### src/rtl/simple_processor_pkg.sv
// Shared types and widths for the simple processor front end.
//   DATA_WIDTH : IMEM read word width (two 16-bit instructions per word)
//   ADDR_WIDTH : IMEM byte address width
//   func_t     : 4-bit operation code held in instr[3:0]
package simple_processor_pkg;

    parameter int unsigned DATA_WIDTH = 32;
    parameter int unsigned ADDR_WIDTH = 16;

    typedef enum logic [3:0] {
        FuncAdd   = 4'h0,
        FuncSub   = 4'h1,
        FuncAnd   = 4'h2,
        FuncOr    = 4'h3,
        FuncXor   = 4'h4,
        FuncNot   = 4'h5,
        FuncAddi  = 4'h6,
        FuncLoad  = 4'h7,
        FuncStore = 4'h8,
        FuncSll   = 4'h9,
        FuncSlr   = 4'hA,
        FuncSlli  = 4'hB,
        FuncSlri  = 4'hC,
        FuncBeq   = 4'hD,
        FuncJmp   = 4'hE,
        FuncHalt  = 4'hF
    } func_t;

endpackage

### src/rtl/ins_dec_q.sv
// ins_dec_q -- instruction fetch queue with combinational decode of the head entry.
//
// Fetched IMEM words are split by imem_addr_i[1] into a 16-bit instruction, queued
// together with the fetch address, and the oldest entry is presented decoded.
//
// Ports:
//   clk_i, rst_i          clock, synchronous active-high reset
//   imem_rdata_i/addr_i   fetch word and its byte address
//   imem_ack_i, ready_o   fetch strobe / queue not full
//   flush_i               drop every queued entry
//   dec_valid_o/ready_i   head handshake
//   func_o .. valid_pc_o  decoded head fields (all zero when queue empty)
//   pc_o                  fetch address of the head entry
//   count_o               occupancy
//   illegal_cnt_o         saturating count of popped non-executable entries
//                         (present only with INS_DEC_ILLEGAL_CNT_EN defined)
module ins_dec_q #(
    parameter int unsigned DEPTH      = 4,
    parameter int unsigned DATA_WIDTH = simple_processor_pkg::DATA_WIDTH,
    parameter int unsigned ADDR_WIDTH = simple_processor_pkg::ADDR_WIDTH
) (
    input  logic                          clk_i,
    input  logic                          rst_i,
    input  logic [DATA_WIDTH-1:0]         imem_rdata_i,
    input  logic [ADDR_WIDTH-1:0]         imem_addr_i,
    input  logic                          imem_ack_i,
    output logic                          ready_o,
    input  logic                          flush_i,
    output logic                          dec_valid_o,
    input  logic                          dec_ready_i,
    output simple_processor_pkg::func_t   func_o,
    output logic                          we_o,
    output logic [2:0]                    rd_addr_o,
    output logic [2:0]                    rs1_addr_o,
    output logic [2:0]                    rs2_addr_o,
    output logic [5:0]                    imm_o,
    output logic                          valid_pc_o,
    output logic [ADDR_WIDTH-1:0]         pc_o,
    output logic [$clog2(DEPTH):0]        count_o
`ifdef INS_DEC_ILLEGAL_CNT_EN
    ,
    output logic [15:0]                   illegal_cnt_o
`endif
);

    import simple_processor_pkg::*;

    localparam int unsigned PTR_W = $clog2(DEPTH);
    localparam int unsigned CNT_W = PTR_W + 1;

    logic [15:0]           r_instr [DEPTH];
    logic [ADDR_WIDTH-1:0] r_pc    [DEPTH];
    logic [PTR_W-1:0]      r_wptr;
    logic [PTR_W-1:0]      r_rptr;
    logic [CNT_W-1:0]      r_count;

    logic [15:0] w_instr_in;
    logic [15:0] w_head;
    logic        w_push;
    logic        w_pop;
    logic        w_exec;

    assign w_instr_in  = imem_addr_i[1] ? imem_rdata_i[31:16] : imem_rdata_i[15:0];
    assign ready_o     = (r_count != CNT_W'(DEPTH));
    assign dec_valid_o = (r_count != '0);
    assign count_o     = r_count;

    // Flush outranks both handshakes; a full queue refuses the fetch even when
    // the head is popped in the same cycle.
    assign w_push = imem_ack_i & ready_o & ~flush_i;
    assign w_pop  = dec_valid_o & dec_ready_i & ~flush_i;

    always_ff @(posedge clk_i) begin
        if (rst_i) begin
            r_wptr  <= '0;
            r_rptr  <= '0;
            r_count <= '0;
        end else if (flush_i) begin
            r_wptr  <= '0;
            r_rptr  <= '0;
            r_count <= '0;
        end else begin
            // DEPTH is a power of two, so pointer overflow is the modulo wrap.
            if (w_push) r_wptr <= r_wptr + 1'b1;
            if (w_pop)  r_rptr <= r_rptr + 1'b1;
            case ({w_push, w_pop})
                2'b10:   r_count <= r_count + 1'b1;
                2'b01:   r_count <= r_count - 1'b1;
                default: r_count <= r_count;
            endcase
        end
    end

    // Storage needs no reset: occupancy alone decides what is visible.
    always_ff @(posedge clk_i) begin
        if (!rst_i && w_push) begin
            r_instr[r_wptr] <= w_instr_in;
            r_pc[r_wptr]    <= imem_addr_i;
        end
    end

    assign w_head = r_instr[r_rptr];

    always_comb begin
        w_exec = 1'b0;
        case (func_t'(w_head[3:0]))
            FuncAddi, FuncAdd, FuncSub, FuncAnd, FuncOr, FuncXor, FuncNot,
            FuncLoad, FuncStore, FuncSll, FuncSlr, FuncSlli, FuncSlri: w_exec = 1'b1;
            default: w_exec = 1'b0;
        endcase
    end

    always_comb begin
        func_o     = FuncAdd;
        we_o       = 1'b0;
        rd_addr_o  = '0;
        rs1_addr_o = '0;
        rs2_addr_o = '0;
        imm_o      = '0;
        valid_pc_o = 1'b0;
        pc_o       = '0;
        if (dec_valid_o) begin
            func_o     = func_t'(w_head[3:0]);
            rd_addr_o  = w_head[15:13];
            rs1_addr_o = w_head[12:10];
            rs2_addr_o = w_head[9:7];
            imm_o      = w_head[9:4];
            valid_pc_o = w_exec;
            we_o       = w_exec && (w_head[3:0] != FuncStore);
            pc_o       = r_pc[r_rptr];
        end
    end

`ifdef INS_DEC_ILLEGAL_CNT_EN
    logic [15:0] r_illegal_cnt;

    // Survives flush on purpose: it tracks history, not queue contents.
    always_ff @(posedge clk_i) begin
        if (rst_i) begin
            r_illegal_cnt <= '0;
        end else if (w_pop && !w_exec && (r_illegal_cnt != 16'hFFFF)) begin
            r_illegal_cnt <= r_illegal_cnt + 16'd1;
        end
    end

    assign illegal_cnt_o = r_illegal_cnt;
`else
    // Illegal-pop counter not built.
`endif

endmodule

### config.mk
export PLATFORM = sky130hd
export DESIGN_NAME = ins_dec_q
export DESIGN_NICKNAME = d
export VERILOG_FILES = /design/src/rtl/simple_processor_pkg.sv /design/src/rtl/ins_dec_q.sv
export SDC_FILE = /design/constraint.sdc
export NUM_CORES = 1
export LEC_CHECK = 0
export CAP_MARGIN = 10
export CORE_MARGIN = 2
export CORE_UTILIZATION = 50
export CTS_CLUSTER_SIZE = 28
export DETAILED_ROUTE_END_ITERATION = 8
export HOLD_SLACK_MARGIN = 0.12
export PLACE_DENSITY = 0.74
export SLEW_MARGIN = 15
export SYNTH_ARGS = -nofsm -noshare
export SYNTH_HDL_FRONTEND = slang
export SYNTH_SLANG_ARGS = --single-unit
export TNS_END_PERCENT = 100
### constraint.sdc
create_clock -name clk_i -period 2.8 [get_ports clk_i]
set_input_delay 0.42 -clock clk_i [delete_from_list [all_inputs] [get_ports clk_i]]
set_output_delay 0.42 -clock clk_i [all_outputs]
set_load 0.05 [all_outputs]
==> run summary, run 1 <==
status = finished clean
setup TNS = 0 ns
Reg2Reg Setup Slack = 0.57 ns
Int Pwr = 3580 uW
Reg power frac = 0.503
sequential cell area = 4030 um^2
Synth area leaders = edfxtp_1 69%, mux4_2 13%, nor2b_1 3.6%
DP Cell Count = 510
total power divided by cell area = 630 nW/um^2
largest net degree at the start of global routing = 35
Hold Path Depth = 2
Netlist Area Pre-Place = 5560 um^2
Die ar. = 12,000 um^2
CP cell instances = mux4_2, o211a_1, nor3_2, buf_12
critical path launch point type = register
Layout area overhead = 29.2%
Skew-Pair Late Insertion Delay = 0.52 ns
Post CTS Setup Buffer Count = 0
half-perimeter wire length after placement = 6000 um
Syn Inst Count = 284
data required time of the worst path = 2.38 ns
Cell Rows = 38
Routed Antenna Nets = 0
Slew Viols, Final = 0
Gate power share = 0.069
Initial Util = 0.513
cell taking the most area after synthesis = edfxtp_1
worst-margin pin slew = 0.505 ns
final wirelength = 9910 um
Crit. End Element = output pin
Synth top area share = 0.691
Vias = 2,913
WHS = 0.519 ns
clk buf depth = 2
critical path class = reg -> out
vias in the first global route = 2,945
share of cells above drive strength 1 = 0.333
Slowest cell on crit path = mux4_2
average routed wire per standard cell = 18.3 um
n_diodes = 0
setup violators final = 0
FF-to-FF path depth = 8
Clock Sink Count = 137
sw frac = 0.210
distinct cell type count after synthesis = 27
Yosys warnings = 0
Fillers = 758
Port Buffer Count = 94
Ports = 95
H-tree levels = 4
FF+latch count, synth = 137
Rel. slew slack = 0.662
CTS tree = built
critical path peak fanout = 10
Total GRT Usage = 0.178
clk_skew = 0.00700 ns
Vias/cell = 5.37
Switch Pwr = 951 uW
die height = 109 um
# DRC = 0
GP Congestion = 0.722
First-pass DRT Iterations = 4
critical path buffer and inverter count = 1
Worst Hold Class = reg -> reg
RSZ-0062 raised after global routing = no
clock power share = 0.429
Final nets = 448
Post-Synthesis Net Count = 343
die width = 109 um
clk slew on worst S/H paths = 0.06 ns
crit path DAT = 2.25 ns
initial antenna violation count = 0
first-pass GRT wire length = 15,200 um
area of the multi-input gates = 1430 um^2
DRT iter0 DRCs = 202
crit path time final = 2.67 ns
GRT overflow = 0
max frequency = 374 MHz
max-cap violation count = 0
syn avg cell area = 19.6 um^2
hold_sp = r_wptr[1]
Leak = 0.00241 uW
CTS root buffer = clkbuf_8
RR Startpoint = count_o[2]
largest delay contributor family on the critical path = multiplexers
max incr delay on CP = 0.57 ns
non-filler cells, final = 542
final worst path period share = 0.955
critical path depth = 4
post-synthesis sequential area ratio = 0.723
worst vdd ir = 0.374 mV
CTS Buf Count = 17
Core Box Area = 10,800 um^2
final hold vios = 0
[metrics by stage]
step	instance area, um^2	worst slack (ns)	power [uW]	util
2_1_floorplan	5560	0.117	2480	-
3_3_place_gp	6640	0.421	2620	0.613
3_5_place_dp	6640	0.379	2630	0.613
4_1_cts	7170	0.00288	4580	0.661
5_1_grt	7190	0.00174	4670	0.663
6_report	7190	0.127	4530	0.663
[repair_timing]
item                                    CTS  global route
endpoints found under the setup margin    1             2
gates resized for setup                   1             3
hold buffers                              0             0
cloned                                    0             0
pin swaps                                 0             0
[cell usage after synthesis (all sizes together)]
cell and count:
fa 1, clkbuf 5, o311ai 1, nand3 2, nor3b 1, or2 1
o31ai 1, and3 4, buf 11, ha 5, o21ai 3, edfxtp 128
dfxtp 9, mux4 32, a21oi 4, or3 2, xor2 4, nor3 2
mux2 16, nor2b 32, nor2 10, nor4b 1, o211a 1, inv 8
[sequential cells by signal, indices dropped and copies added, names as in the netlist, named ones only]
signal and count:
r_pc 64, r_rptr 2, r_instr 64, r_wptr 2
count_o 3
[tightest hold or removal path: stages (launching register included)]
cell     delay (ns)
dfxtp_1        0.33
o21ai_0        0.08
a21oi_1        0.06
[final timing paths]
| path | endpoint |
|---|---|
| max | we_o |
| min | r_wptr[1] |
| max reg2reg | count_o[2] |
| min reg2reg | r_wptr[1] |
[layer usage]
layer | vias to the layer above | routed length (um) | global-route usage
met4 | 0 | 108 | 0.0714
li1 | 1330 | - | -
met5 | - | 0 | 0
met2 | 94 | 5040 | 0.288
met1 | 1478 | 4200 | 0.227
met3 | 11 | 560 | 0.0522
[final cells by class]
cell class              instances  share of cell area
clock buffers                  18              0.0582
multi-input cells             123               0.199
flip-flops and latches        137               0.561
inverters                       8             0.00418
clock inverters                14              0.0150
well taps                     140              0.0244
repair buffers                102               0.139
[cells in the final DEF (no fill, tap or decap), types with 2 or more instances in the layout]
cell	instances
buf_12	7
clkinv_2	8
mux2_2	16
ha_1	5
nand3_1	2
and3_2	4
inv_1	8
nor2_1	10
or3_1	2
dfxtp_1	7
nor2b_1	32
a21oi_1	4
clkinv_4	2
xor2_1	4
clkdlybuf4s50_1	57
o21ai_0	3
clkbuf_16	16
edfxtp_1	128
mux4_2	32
buf_4	38
[power groups by stage]
stage	Clock, uW	Combinational [uW]	Sequential [uW]
3_5_place_dp	0	312	2320
4_1_cts	1990	313	2280
2_1_floorplan	0	163	2320
6_report	1940	311	2280
3_3_place_gp	0	306	2320
5_1_grt	2060	332	2280
[cells by family (layout without fill, tap and decap cells)]
group | count (synthesis) | count (layout) | synth area share
buffers and inverters | 24 | 142 | 0.0245
and+or+nand+nor | 55 | 55 | 0.0580
muxes | 48 | 48 | 0.162
adders and majority gates | 6 | 6 | 0.0148
AOI/OAI and AO/OA | 10 | 10 | 0.0110
xor gates and xnor gates | 4 | 4 | 0.00630
DFF | 137 | 137 | 0.723
No activity file was read; power rests on OpenSTA's default activity.
==> run 2, diff against run 1 <==
--- a/config.mk
+++ b/config.mk
@@ -5,8 +5,8 @@
 export SDC_FILE = /design/constraint.sdc
 export NUM_CORES = 1
 export LEC_CHECK = 0
+export ABC_AREA = 1
 export CAP_MARGIN = 10
-export CORE_MARGIN = 2
 export CORE_UTILIZATION = 50
 export CTS_CLUSTER_SIZE = 28
 export DETAILED_ROUTE_END_ITERATION = 8
==> run summary, run 2 <==
setup TNS = 0 ns (unchanged)
hold_sp = r_rptr[0]
Clock Sink Count = 137 (unchanged)
crit path time final = 2.68 ns (+0.00760 ns)
Routed Antenna Nets = 0 (unchanged)
# DRC = 0 (unchanged)
Yosys warnings = 0 (unchanged)
First-pass DRT Iterations = 6 (+2)
status = finished clean
most frequent cells after synthesis = 129 x nor2_1, 128 x edfxtp_1, 42 x o21ai_0, 36 x a21oi_1, 28 x nand2_1
final hold vios = 0 (unchanged)
mux cell area share after synthesis = 0.0316 (-0.130)
die width = 109 um (-0.65%)
critical path peak fanout = 47 (+37)
FF+latch count, synth = 137 (unchanged)
asr flop ratio synth = 0 (unchanged)
Initial Util = 0.519 (+0.00575)
Slew Viols, Final = 0 (unchanged)
Synth Area in Simple Gates = 0.115 (+0.0570)
distinct cell type count after synthesis = 20 (-26%)
Core Box Area = 11,000 um^2 (+1.3%)
Crit. End Element = output pin
Netlist Area Pre-Place = 5700 um^2 (+2.5%)
most frequent cells in the layout = 128 x edfxtp_1, 125 x nor2_1, 57 x clkdlybuf4s50_1
Syn Inst Count = 471 (+66%)
clk buf depth = 2 (unchanged)
total power divided by cell area = 610 nW/um^2 (-3.3%)
Reg2Reg Setup Slack = 0.70 ns (+0.13 ns)
R2R Path End = count_o[2]
top-count cell post-synth = nor2_1
Synth area leaders = edfxtp_1 67%, nor2_1 8.5%, o21ai_0 3.7%
top_reg_cell synth = edfxtp_1
worst vdd ir = 0.389 mV (+4.0%)
Total GRT Usage = 0.225 (+0.0477)
RSZ-0062 raised after global routing = yes
Worst Hold Class = reg -> reg
average routed wire per standard cell = 16.9 um (-7.8%)
Post-Synthesis Net Count = 530 (+55%)
Layout area overhead = 35.0%
largest net degree at the start of global routing = 65 (+86%)
GP Congestion = 0.750 (+3.9%)
Final nets = 629 (+40%)
DRT iter0 DRCs = 322 (+59%)
clk slew on worst S/H paths = 0.05 ns (about the same)
post-synthesis sequential area ratio = 0.706 (-0.0173)
first-pass GRT wire length = 19,300 um (+27%)
DP Cell Count = 691 (+35%)
commonest non-fill, non-tap cell in the layout = edfxtp_1
Synth top area share = 0.674 (-0.0165)
H-tree levels = 4 (unchanged)
cell taking the most area after synthesis = edfxtp_1
Post-Synth Adder-Cell Area = 0.0145 (-0.000355)
RR Startpoint = count_o[0]
setup violators final = 0 (unchanged)
die height = 109 um (-0.65%)
initial antenna violation count = 0 (unchanged)
CTS Buf Count = 17 (unchanged)
number of flops mapped to enable cells by yosys = 128 (unchanged)
CTS tree = built
non-filler cells, final = 723 (+33%)
critical path class = reg -> out
share of cells above drive strength 1 = 0.173 (-0.160)
WHS Endpoint = r_rptr[0]
Cell Rows = 38 (unchanged)
Vias = 3,863 (+33%)
half-perimeter wire length after placement = 7260 um (+21%)
max frequency = 373 MHz (-0.28%)
slack of the critical path = 0.119 ns (-0.00760 ns)
final design utilization = 0.700 (+0.0374)
GRT overflow = 0 (unchanged)
final worst path period share = 0.957 (+0.00271)
vias in the first global route = 3,989 (+35%)
Skew-Pair Late Insertion Delay = 0.41 ns (-0.11 ns)
worst-margin pin slew = 0.750 ns (+0.244 ns)
Hold Path Depth = 1 (-1)
crit path DAT = 2.26 ns (about the same)
n_diodes = 0 (unchanged)
Place WS = 0.308 ns (-0.0704 ns)
xor/xnor cell area share of the yosys netlist = 0.00154 (-0.00476)
Ports = 95 (unchanged)
Rel. slew slack = 0.499 (-0.163)
data required time of the worst path = 2.38 ns (about the same)
final wirelength = 12,200 um (+23%)
CTS root buffer = clkbuf_16
Leak = 0.00272 uW (+13%)
critical path launch point type = register
largest family of logic cells by synthesized area = simple AND/OR/NAND/NOR gates
syn avg cell area = 12.1 um^2 (-38%)
Vias/cell = 5.34 (-0.59%)
clk_skew = 0.00562 ns (-0.00139 ns)
FF-to-FF path depth = 12 (+4)
max-cap violation count = 0 (unchanged)
Die ar. = 11,800 um^2 (-1.3%)
Compound-Gate Fraction of Synth Area = 0.0869 (+0.0759)
Port Buffer Count = 94 (unchanged)
-- run 2: changes by cell type after synthesis, moves of 7 or more --
| cell | delta |
|---|---|
| nor2_1 | +119 |
| o21ai_0 | +39 |
| o21ai_1 | +21 |
| a21oi_1 | +32 |
| nor2b_1 | -32 |
| nand2_1 | +28 |
| mux4_2 | -32 |
| inv_1 | +7 |
| nand3_1 | +8 |
-- run 2: how the worst max path moves through the flow --
stage | from | end | slack [ns] | cells past startpoint
floorplan | count_o[0] | r_instr[0][0] | -0.19 | 6
global placement | flush_i | count_o[2] | 0.38 | 11
detailed placement | flush_i | count_o[2] | 0.31 | 11
CTS | register | pc_o[9] | 0.12 | 5
global route | register | pc_o[10] | -0.05 | 5
finish | register | pc_o[10] | 0.12 | 5
-- run 2: worst max-delay path, cell delays in order (launching register included) --
cell     delay [ns]
dfxtp_2        0.32
inv_2          0.54
buf_4          0.35
o21ai_0        0.12
a21oi_1        0.32
buf_12         0.18
-- run 2: cell families (layout without fill, tap and decap cells) --
family | after synthesis | in the layout
adders and majority gates | 6 | 6
AOI/OAI and AO/OA | 99 | 99
and+or+nand+nor | 168 | 168
xor gates and xnor gates | 1 | 1
DFF | 137 | 137
buffers and inverters | 44 | 156
muxes | 16 | 16
-- run 2: per-stage QoR --
stage                     power [uW]  area, um^2  hold WS, ns
final                           4690        7690        0.505
after global routing            4820        7690        0.545
after CTS                       4710        7690        0.498
after detailed placement        2670        7140        0.490
after global placement          2660        7140        0.479
after floorplan                 2480        5710        0.457
-- run 2: repair_timing --
item | CTS | global route
hold buffers | 0 | 0
resized for setup | 1 | 0
hold endpoints to repair | 0 | 0
endpoints found under the setup margin | 2 | 3
buffers inserted | 0 | 0
pin swaps | 0 | 0
-- run 2: metal layers --
layer / share of wire / GRT usage
met5: 0 / 0
met4: 0.014 / 0.0840
met3: 0.077 / 0.0675
met2: 0.51 / 0.380
met1: 0.40 / 0.274
-- run 2: area by class of cell --
class / instances / area [um^2]
Clock inverter: 11 / 109
Tap cell: 140 / 175
Sequential cell: 137 / 4030
Multi-Input combinational cell: 290 / 1450
Inverter: 17 / 63.8
Clock buffer: 21 / 440
Timing Repair Buffer: 107 / 1430
Fill cell: 732 / 3290
-- run 2: power breakdown --
group          leakage [uW]  internal, uW  total [uW]  switching [uW]
Sequential          0.00123          2270        2280            7.68
Combinational       0.00123           167         352             186
Clock              0.000268          1290        2050             761
Total               0.00272          3730        4690             954
==> run 3, diff against run 2 <==
--- a/config.mk
+++ b/config.mk
@@ -7,11 +7,12 @@
 export LEC_CHECK = 0
 export ABC_AREA = 1
 export CAP_MARGIN = 10
-export CORE_UTILIZATION = 50
+export CORE_UTILIZATION = 53
 export CTS_CLUSTER_SIZE = 28
 export DETAILED_ROUTE_END_ITERATION = 8
 export HOLD_SLACK_MARGIN = 0.12
-export PLACE_DENSITY = 0.74
+export PLACE_DENSITY = 0.78
+export SETUP_SLACK_MARGIN = 0.05
 export SLEW_MARGIN = 15
 export SYNTH_ARGS = -nofsm -noshare
 export SYNTH_HDL_FRONTEND = slang
==> run summary, run 3 (synthesized netlist as in run 2, its figures left out) <==
final hold vios = 0 (unchanged)
clk_skew = 0.00811 ns (+0.00249 ns)
Crit. End Element = output pin
setup violators final = 0 (unchanged)
Skew-Pair Late Insertion Delay = 0.52 ns (+0.11 ns)
First-pass DRT Iterations = 4 (-2)
vias in the first global route = 4,212 (+5.6%)
DRT iter0 DRCs = 260 (-19%)
commonest non-fill, non-tap cell in the layout = edfxtp_1
crit path DAT = 2.24 ns (-0.02 ns)
CP most frequent cell = nor2_1
max incr delay on CP = 0.36 ns (-0.18 ns)
clk slew on worst S/H paths = 0.06 ns (about the same)
final wirelength = 12,700 um (+4.5%)
total power divided by cell area = 647 nW/um^2 (+6.1%)
max frequency = 376 MHz (+0.85%)
Leak = 0.00281 uW (+3.0%)
critical path peak fanout = 36 (-23%)
CP cell instances = buf_6, buf_8, nor2_1, nor2_1, o21ai_0, a21oi_1, buf_12
Slew Viols, Final = 0 (unchanged)
Fillers = 612 (-16%)
CTS root buffer = clkbuf_8
Worst Hold Class = reg -> reg
DP Cell Count = 691 (unchanged)
Vias/cell = 5.43 (+1.7%)
Clock Sink Count = 137 (unchanged)
Initial Util = 0.550 (+0.0307)
Reg2Reg Setup Slack = 0.54 ns (-0.16 ns)
area of the multi-input gates = 1460 um^2 (+0.26%)
Tot Pwr = 5060 uW (+7.9%)
worst vdd ir = 0.454 mV (+17%)
RR Startpoint = count_o[1]
max-cap violation count = 0 (unchanged)
CTS Hold Buffers Added = 0 (unchanged)
n_diodes = 0 (unchanged)
R2R Path End = count_o[2]
Layout area overhead = 37.2%
Port Buffer Count = 94 (unchanged)
Vias = 3,928 (+1.7%)
CTS tree = built
Ports = 95 (unchanged)
crit path time final = 2.66 ns (-0.0227 ns)
data required time of the worst path = 2.38 ns (about the same)
FF-to-FF path depth = 10 (-2)
largest net degree at the start of global routing = 37 (-43%)
Cell Rows = 37 (-2.6%)
non-filler cells, final = 723 (unchanged)
first-pass GRT wire length = 20,100 um (+4.0%)
worst-margin pin slew = 0.586 ns (-0.164 ns)
critical path class = reg -> out
# DRC = 0 (unchanged)
Critical Path End = pc_o[2]
Hold Path Depth = 1 (unchanged)
CTS Buf Count = 17 (unchanged)
Total GRT Usage = 0.244 (+0.0185)
most frequent cells in the layout = 128 x edfxtp_1, 125 x nor2_1, 56 x clkdlybuf4s50_1
Core Box Area = 10,400 um^2 (-5.6%)
half-perimeter wire length after placement = 7740 um (+6.7%)
Rel. slew slack = 0.610 (+0.111)
average routed wire per standard cell = 17.6 um (+4.5%)
status = finished clean
share of cells above drive strength 1 = 0.182 (+0.00904)
Final nets = 633 (+0.64%)
GRT overflow = 0 (unchanged)
RSZ-0062 raised after global routing = no
die height = 106 um (-2.8%)
Slowest cell on crit path = dfxtp_2
Die ar. = 11,200 um^2 (-5.6%)
die width = 106 um (-2.8%)
Routed Antenna Nets = 0 (unchanged)
initial antenna violation count = 0 (unchanged)
sequential cell area = 4030 um^2 (unchanged)
clk buf depth = 2 (unchanged)
final worst path period share = 0.949 (-0.00810)
critical path launch point type = register
GP Congestion = 0.771 (+2.8%)
H-tree levels = 4 (unchanged)
## run 3: changes by cell type in the layout (fill, tap and decap cells not counted), moves of 2 or more
cell	delta
inv_4	+2
clkinv_2	-5
inv_2	-2
buf_4	+4
clkinv_4	+2
clkbuf_1	-2
bufinv_16	+4
## run 3: per-layer routing
metal  track usage  part of all wire  vias to the layer above
li1              -                 -                     1854
met4         0.116             0.015                        0
met5             0                 0                        -
met2         0.423              0.53                      156
met3        0.0693             0.064                       21
met1         0.277              0.39                     1897
## run 3: power by group
part / switching (uW) / leakage, uW / internal, uW
Sequential: 8.37 / 0.00123 / 2270
Combinational: 189 / 0.00127 / 166
Clock: 802 / 0.000307 / 1620
## run 3: final cells by class
type | count | area share
flip-flops and latches | 137 | 0.515
clock inverters | 13 | 0.0288
clock buffers | 19 | 0.0539
multi-input cells | 290 | 0.186
well taps | 136 | 0.0218
repair buffers | 111 | 0.186
inverters | 17 | 0.00880
## run 3: timing repair
item                                    4_1_cts  5_1_grt
buffers inserted                              0        0
endpoints found under the setup margin        9       22
cloned                                        0        0
pin swaps                                     0        0
gates resized for setup                       2        7
## run 3: worst min path at each step
stage,slack [ns],to,start
floorplan,0.46,register,r_rptr[0]
global placement,0.48,r_rptr[0],r_rptr[0]
detailed placement,0.49,register,r_rptr[0]
CTS,0.50,register,r_rptr[0]
global route,0.52,register,r_rptr[0]
finish,0.51,register,r_rptr[0]
## run 3: worst max-delay path, delay by kind of cell, from the launching register on
family,cells,cell delay [ns]
buf+inv,3,0.71
flops,1,0.36
simple gates,2,0.19
compound gates,2,0.41
## run 3: through the flow
step	TNS (ns)	hold slack [ns]	area [um^2]	utilization	worst slack, ns
5_1_grt	0	0.523	7820	0.754	0.0552
2_1_floorplan	-24.57	0.457	5710	-	-0.192
6_report	0	0.507	7820	0.754	0.142
4_1_cts	0	0.503	7800	0.753	0.0502
3_5_place_dp	0	0.490	7150	0.690	0.283
3_3_place_gp	0	0.482	7150	0.690	0.357
